**config.mk**
```make
export PLATFORM = sky130hd
export DESIGN_NAME = issue_dispatch_queue
export DESIGN_NICKNAME = d
export VERILOG_FILES = /design/src/rtl/issue_dispatch_queue.sv
export SDC_FILE = /design/constraint.sdc
export NUM_CORES = 1
export LEC_CHECK = 0
export CAP_MARGIN = 10
export CELL_PAD_IN_SITES_DETAIL_PLACEMENT = 2
export CELL_PAD_IN_SITES_GLOBAL_PLACEMENT = 2
export CORE_MARGIN = 5
export CORE_UTILIZATION = 41
export CTS_CLUSTER_SIZE = 16
export DETAILED_ROUTE_END_ITERATION = 10
export PLACE_DENSITY = 0.92
export SYNTH_ARGS = -nofsm -noshare
export SYNTH_HDL_FRONTEND = slang
export SYNTH_SLANG_ARGS = --single-unit
```
**constraint.sdc**
```tcl
create_clock -name clk -period 5.8 [get_ports clk]
set_clock_uncertainty 0.15 [all_clocks]
set_input_delay 0.58 -clock clk [delete_from_list [all_inputs] [get_ports clk]]
set_output_delay 0.58 -clock clk [all_outputs]
set_load 0.02 [all_outputs]
```
**src/rtl/issue_dispatch_queue.sv**
```systemverilog
// rtl/issue_dispatch_queue.sv - in-order rename-to-issue-slot dispatch buffer with wakeup snoop and branch kill
// Optional same-cycle bypass of an enqueue into a free slot when empty: `define DQ_BYPASS_EN
module issue_dispatch_queue #(
    parameter int DEPTH     = 4,
    parameter int NUM_SLOTS = 8,
    parameter int UOP_W     = 42,
    parameter int CNT_W     = $clog2(DEPTH + 1)
) (
    input  logic                 clk,
    input  logic                 reset,
    input  logic                 enq_valid,
    output logic                 enq_ready,
    input  logic [UOP_W-1:0]     enq_uop,
    input  logic                 wakeup_0_valid,
    input  logic [6:0]           wakeup_0_pdst,
    input  logic                 wakeup_1_valid,
    input  logic [6:0]           wakeup_1_pdst,
    input  logic [NUM_SLOTS-1:0] slot_valid,
    input  logic                 flush,
    input  logic                 brkill_valid,
    input  logic [11:0]          brkill_mask,
    output logic                 dis_valid,
    output logic [NUM_SLOTS-1:0] dis_sel,
    output logic [UOP_W-1:0]     dis_uop,
    output logic [1:0]           dis_iw_state,
    output logic [CNT_W-1:0]     count
);
    localparam int PTR_W = $clog2(DEPTH);

    logic [UOP_W-1:0] uop_q [DEPTH];
    logic [DEPTH-1:0] live_q;
    logic [PTR_W-1:0] head_q, tail_q;
    logic [CNT_W-1:0] count_q;

    logic [UOP_W-1:0]     head_uop;
    logic                 head_live, head_hit, enq_hit, any_free;
    logic                 buf_dis, bypass, pop, enq_fire;
    logic [NUM_SLOTS-1:0] free_sel;
    logic                 found;

    // Clear a source busy bit when either wakeup port names that source register.
    function automatic logic [UOP_W-1:0] wake(input logic [UOP_W-1:0] u,
                                              input logic w0v, input logic [6:0] w0p,
                                              input logic w1v, input logic [6:0] w1p);
        logic [UOP_W-1:0] r;
        r = u;
        if ((w0v && w0p == u[15:9]) || (w1v && w1p == u[15:9])) r[1] = 1'b0;
        if ((w0v && w0p == u[8:2])  || (w1v && w1p == u[8:2]))  r[0] = 1'b0;
        return r;
    endfunction

    assign head_uop  = uop_q[head_q];
    assign head_live = live_q[head_q];
    assign head_hit  = brkill_valid && |(head_uop[34:23] & brkill_mask);
    assign enq_hit   = brkill_valid && |(enq_uop[34:23] & brkill_mask);
    assign any_free  = |(~slot_valid);
    assign enq_ready = (count_q != CNT_W'(DEPTH));

    always_comb begin
        free_sel = '0;
        found    = 1'b0;
        for (int i = 0; i < NUM_SLOTS; i++) begin
            if (!slot_valid[i] && !found) begin
                free_sel[i] = 1'b1;
                found       = 1'b1;
            end
        end
    end

    // An empty buffer has no live head, so buf_dis is naturally 0 when count is 0.
    assign buf_dis = head_live && any_free && !flush && !head_hit;
`ifdef DQ_BYPASS_EN
    assign bypass = (count_q == '0) && enq_valid && !flush && !enq_hit && any_free;
`else
    assign bypass = 1'b0;
`endif

    assign dis_valid    = buf_dis || bypass;
    assign dis_sel      = dis_valid ? free_sel : '0;
    assign dis_uop      = bypass ? wake(enq_uop, wakeup_0_valid, wakeup_0_pdst, wakeup_1_valid, wakeup_1_pdst)
                                 : wake(head_uop, wakeup_0_valid, wakeup_0_pdst, wakeup_1_valid, wakeup_1_pdst);
    assign dis_iw_state = dis_valid ? 2'b01 : 2'b00;
    assign count        = count_q;

    assign pop      = (count_q != '0) && (buf_dis || !head_live) && !flush;
    assign enq_fire = enq_valid && enq_ready && !flush && !bypass;

    always_ff @(posedge clk) begin
        if (reset || flush) begin
            head_q  <= '0;
            tail_q  <= '0;
            count_q <= '0;
            live_q  <= '0;
        end else begin
            for (int i = 0; i < DEPTH; i++) begin
                uop_q[i]  <= wake(uop_q[i], wakeup_0_valid, wakeup_0_pdst, wakeup_1_valid, wakeup_1_pdst);
                live_q[i] <= live_q[i] && !(brkill_valid && |(uop_q[i][34:23] & brkill_mask));
            end
            if (pop) begin
                live_q[head_q] <= 1'b0;
                head_q         <= head_q + PTR_W'(1);
            end
            // Tail never aliases a popping head: pop needs count>0 and enqueue needs count<DEPTH.
            if (enq_fire) begin
                uop_q[tail_q]  <= wake(enq_uop, wakeup_0_valid, wakeup_0_pdst, wakeup_1_valid, wakeup_1_pdst);
                live_q[tail_q] <= !enq_hit;
                tail_q         <= tail_q + PTR_W'(1);
            end
            count_q <= count_q + CNT_W'(enq_fire) - CNT_W'(pop);
        end
    end
endmodule

```
---- Yosys cells after proc, flatten, opt, wreduce, memory -nomap -nowiden ----
Memories as Yosys holds them, arrays and structs flattened. A register that Yosys moved wholly into a read port is not among the register bits.
Index checks and enable logic that the tools add are counted.
word-level totals
  logic and storage cells ................. 196
  register bits after elaboration ......... 11
  memories ................................ 1
  RAM bits ................................ 168
cells by class
  add/subtract/negate cells ............... 4
  magnitude comparators ................... 4
  reduce and logical (&&, ||, !) cells .... 93
  bitwise gates (word level) .............. 9
  equal/unequal tests ..................... 25
  mux-type cells .......................... 56
memory list
  name   words  width  rd ports  clocked after Yosys merged registers in  write ports  line  RTL
  uop_q  4      42     5         1                                        5            30    logic [UOP_W-1:0] uop_q [DEPTH];
operators with widths
  operator                                                     count
  equality test 7 bit                                          24
  bitwise AND 12 bit                                           6
  OR reduction 12 bit                                          6
  logical AND 1 bit                                            50
  two-way mux 1 bit                                            46
  zero test 1 bit                                              21
  logical OR 1 bit                                             14
  two-way mux 4 bit                                            3
  two-way mux 8 bit                                            1
  NOT 8 bit                                                    1
  OR reduction 8 bit                                           1
  less-than comparator 2 x 3 -> 1 bit (second input constant)  2
  adder 2 x 1 -> 2 bit (second input constant)                 2
  bitwise AND 4 bit                                            1
  bitwise mux 4 bit                                            1
  demux 1 bit (select 2 bit)                                   2
  >= comparator 2 x 1 -> 1 bit (second input constant)         2
  two-way mux 2 bit                                            2
  NOT 4 bit                                                    1
  adder 3 x 1 -> 3 bit                                         1
  inequality test 3 bit (second input constant)                1
  nonzero test 3 bit                                           1
  subtractor 3 x 1 -> 3 bit                                    1
  binary-select mux 1 bit (select 2 bit)                       1

---- Longest topological paths before layout ----
  word-level depth ........................ 22
  gate-level depth with buffers ........... 16
  mapped depth without buffers ............ 13

---- Worst setup path after synthesis ----
Ideal clock, no wire load.
  kind .................................... reg-to-reg
  from .................................... register count_q[1], in the netlist count[1]
  to ...................................... memory uop_q[0][10], enable pin
  stages on the path, launching flop included .. 7
  path slack .............................. 2,096 ps
  setup time .............................. 438 ps
  path buffers ............................ 1
  period minus slack after synthesis ...... 3,704 ps
  required time ........................... 5,212 ps
  data arrival time ....................... 3,116 ps
  path through ............................ dfxtp_1 -> nor2_1 -> nand2_1 -> and3b_1 -> clkbuf_1 -> nand2_1 -> nor2_1
RTL lines
  item                    line  RTL
  from (decl)             33    logic [CNT_W-1:0] count_q;
  from (signal assigned)  109   count_q <= count_q + CNT_W'(enq_fire) - CNT_W'(pop);
  to (decl)               30

==> out/results.md <==
| Parameter | Value |
|---|---|
| Number of CTS-inserted buffers | 17 |
| CP Data Required Time | 5.07 ns |
| Core region area | 0.0228 mm² |
| Post-layout nets | 918 |
| Vertical die dimension | 163 µm |
| Number of buffers added on ports | 138 |
| Post-detail-place hpwl | 24.3 mm |
| Max-Slew Margin vs Limit | 0.250 |
| Pin count of the biggest net entering global routing | 53 |
| GP Congestion | 0.860 |
| Hold-fix buffers, CTS | 0 |
| Proportion of layout cells with a drive suffix above 1 | 0.112 |
| Gate count of the mapped netlist | 694 |
| Count of pins on the block boundary | 140 |
| Initial detailed-routing violation count | 733 |
| CP startpoint kind | flop |
| Post-route worst setup slack | 1.00 ns |
| Vias after detailed routing | 7,227 |
| Highest attainable clock frequency | 208 MHz |
| Setup TNS | 0 ns |
| CP top delay family | buffers and inverters |
| Synthesis-stage register bit count | 181 |
| Worst Reg2Reg Path Length in Cells | 14 |
| Area delta synth->final | 24.3% |
| CTS tree | built |
| Total DRC errors in the routed layout | 0 |
| Kind of critical path | reg -> out |
| Post-detailed-route via-to-cell ratio | 6.28 |
| Minimum hold slack | 0.382 ns |
| Via count of the first global-routing pass | 7,892 |
| End point of the critical path | dis_sel[7] |
| Number of synthesized flops with an enable pin | 168 |
| P_leak | 3.85 nW |
| Power per unit of standard cell area | 263 mW/mm² |
| WL per Instance | 32.3 µm |
| Remaining Overflow, GRT | 0 |
| Number of detailed-route iterations in the first pass | 7 |
| Fraction of the yosys area taken by sequential cells | 0.556 |
| Post-cts sizing count | 0 |
| Global-route wire length before repair | 54.6 mm |
| Primary flip-flop cell chosen by synthesis mapping | edfxtp_1 |
| Count of buffering cells on the critical path with inverters included | 2 |
| Slowest stage cell on the critical path | dfxtp_2 |
| Synthesized area per cell | 13.7 µm² |
| Peak supply drop | 0.000208 V |
| Initial antenna violation count | 0 |
| Longest Clk Path Bufs | 2 |
| Critical register-to-register path endpoint | count[2] |
| Synth warnings | 0 |
| Count of pins over their slew limit | 0 |
| Std cell rows | 55 |
| Initial core utilization | 0.419 |
| Diodes inserted | 0 |
| Root cell of the clock tree | clkbuf_16 |
| Sink count of the clock tree | 181 |
| Result of the run | finished, final reports clean |
| FFs w/ async S/R, synth | 0 |
| ANT nets after route | 0 |
| Register-to-Register Setup Slack | 1.37 ns |
| Sum of routed wire length over all layers | 37.1 mm |
| Clock network latency to the later pin of the worst-skew pair | 0.45 ns |
| Fin crit share | 0.827 |
| Setup repair after global routing missed its margin | no |
| CP arrival | 4.07 ns |
| Number of cells traversed by the worst hold path | 2 |
| Setup-violating endpoint count in the final report | 0 |
| Cell area after synthesis | 0.00954 mm² |
| Levels on crit path | 8 |
| Number of buffers inserted by post-CTS setup repair | 0 |
| Biggest fanout along the worst timing path | 28 |
| Post-Synthesis Net Count | 788 |
| Worst-Margin Slew | 1.12 ns |
| # H-tree levels | 4 |
| Final count of hold timing violations | 0 |
| Die area | 0.0264 mm² |
| CP peak stage delay | 0.93 ns |
| Pre-CTS setup slack | 1.39 ns |
| Clk slew on worst S/H paths | 0.08 ns |
| Fin crit period | 4.80 ns |
| Die width | 163 µm |
| CP endpoint kind | output pin |
| List of cells traversed by the critical path | buf_4, mux4_2, a22oi_1, nand4_1, nor3_2, o211ai_2, nor4_1, clkdlybuf4s50_1 |
| Total of max-cap violations | 0 |
| Number of distinct standard cells referenced by the synthesized netlist | 45 |
| Kind of path behind the tightest hold check | reg -> reg |
| Global-route usage over all layers | 0.280 |
area by class of cell:
class                   count  area (µm²)
well taps                 313         392
clock buffers              17         425
inverters                  13        48.8
fillers                  2079       10900
clock inverters            15         211
flip-flops and latches    181        5310
multi-input cells         466        4040
repair buffers            145        1430
how the worst min path moves through the flow:
stage	end	slack, ns	startpoint
after detailed placement	tail_q[1]	0.34	tail_q[1]
after CTS	tail_q[1]	0.37	tail_q[1]
final	tail_q[1]	0.38	tail_q[1]
after floorplan	tail_q[1]	0.32	tail_q[1]
after global placement	tail_q[1]	0.34	tail_q[1]
after global routing	tail_q[1]	0.41	tail_q[1]
layer usage:
layer / GRT usage / vias to the layer above / wire (µm)
met5: 0 / - / 0
met4: 0.132 / 0 / 1810
met3: 0.0567 / 127 / 2320
met2: 0.469 / 416 / 18300
met1: 0.350 / 3777 / 14700
li1: - / 2907 / -
per-stage QoR:
step / utilization / cells / instance area [µm²] / total power, mW
after floorplan: - / 694 / 9540 / 1.67
after global placement: 0.493 / 1118 / 11200 / 1.84
after detailed placement: 0.493 / 1118 / 11200 / 1.87
after CTS: 0.521 / 1150 / 11900 / 3.12
after global routing: 0.521 / 1150 / 11900 / 3.21
final: 0.521 / 1150 / 11900 / 3.12
power breakdown:
group	switching [mW]	internal [mW]
Combinational	0.227	0.165
Sequential	0.0211	1.44
Clock	0.656	0.605
placed cells by master, fill, tap and decap left out, types with 3 or more instances in the layout:
cell             instances
edfxtp_1               168
clkdlybuf4s50_1        138
xor2_1                 115
xnor2_1                 56
nor2_1                  45
mux4_2                  37
nand4_1                 30
a221oi_1                21
nor4_1                  20
nand2_1                 19
clkbuf_16               17
a22o_1                  16
a21oi_1                 12
inv_1                   11
dfxtp_1                 11
mux2_2                  10
ha_1                    10
nand3_1                  9
and2_1                   9
nor3_1                   8
o21ai_0                  7
buf_4                    7
mux2i_1                  5
inv_12                   5
clkinv_8                 5
a31oi_1                  4
a311oi_1                 4
a21boi_0                 4
nand2b_1                 3
cell usage after synthesis, types with 2 or more instances:
master | number | area, µm²
a21boi_0 | 4 | 30.0
a21oi_1 | 12 | 60.1
a221oi_1 | 21 | 184
a22o_1 | 16 | 140
a2bb2oi_1 | 2 | 17.5
a311oi_1 | 4 | 35.0
a31oi_1 | 4 | 25.0
and2_1 | 9 | 56.3
and3_1 | 2 | 12.5
buf_1 | 14 | 52.6
buf_2 | 5 | 25.0
buf_4 | 6 | 45.0
clkbuf_1 | 8 | 30.0
dfxtp_1 | 13 | 260
edfxtp_1 | 168 | 5040
ha_1 | 10 | 125
inv_1 | 13 | 48.8
mux2_2 | 10 | 113
mux2i_1 | 5 | 50.1
mux4_2 | 37 | 833
nand2_1 | 19 | 71.3
nand2b_1 | 3 | 18.8
nand3_1 | 9 | 45.0
nand4_1 | 30 | 188
nor2_1 | 47 | 176
nor2b_1 | 2 | 12.5
nor3_1 | 8 | 40.0
nor3b_1 | 2 | 15.0
nor4_1 | 20 | 125
o21ai_0 | 7 | 35.0
xnor2_1 | 56 | 490
xor2_1 | 115 | 1010
worst reg2reg max path: stages (launching register included):
cell     delay [ns]
dfxtp_2        0.93
buf_4          0.39
mux4_2         0.36
a22oi_1        0.21
nand4_1        0.14
nor3_2         0.39
a22o_1         0.44
ha_1           0.31
inv_1          0.06
ha_1           0.14
inv_1          0.05
fa_1           0.40
xor2_1         0.18
xnor2_1        0.14
nor2_1         0.06
state kept, by name, indices dropped and copies added (netlist names), named ones only:
register	count
head_q	2
tail_q	2
live_q	4
uop_q	168
count	3
cell families (layout without fill, tap and decap cells):
group / Yosys count / after routing / share of synthesized area
compound gates: 76 / 76 / 0.0607
xor+xnor: 171 / 171 / 0.157
fa+ha+maj: 11 / 11 / 0.0152
buf+inv: 47 / 190 / 0.0223
flops: 181 / 181 / 0.556
mux: 52 / 52 / 0.104
other cells: 1 / 1 / 0.000393
simple gates: 155 / 155 / 0.0839
Note: power is estimated with default switching activity, not from simulation.
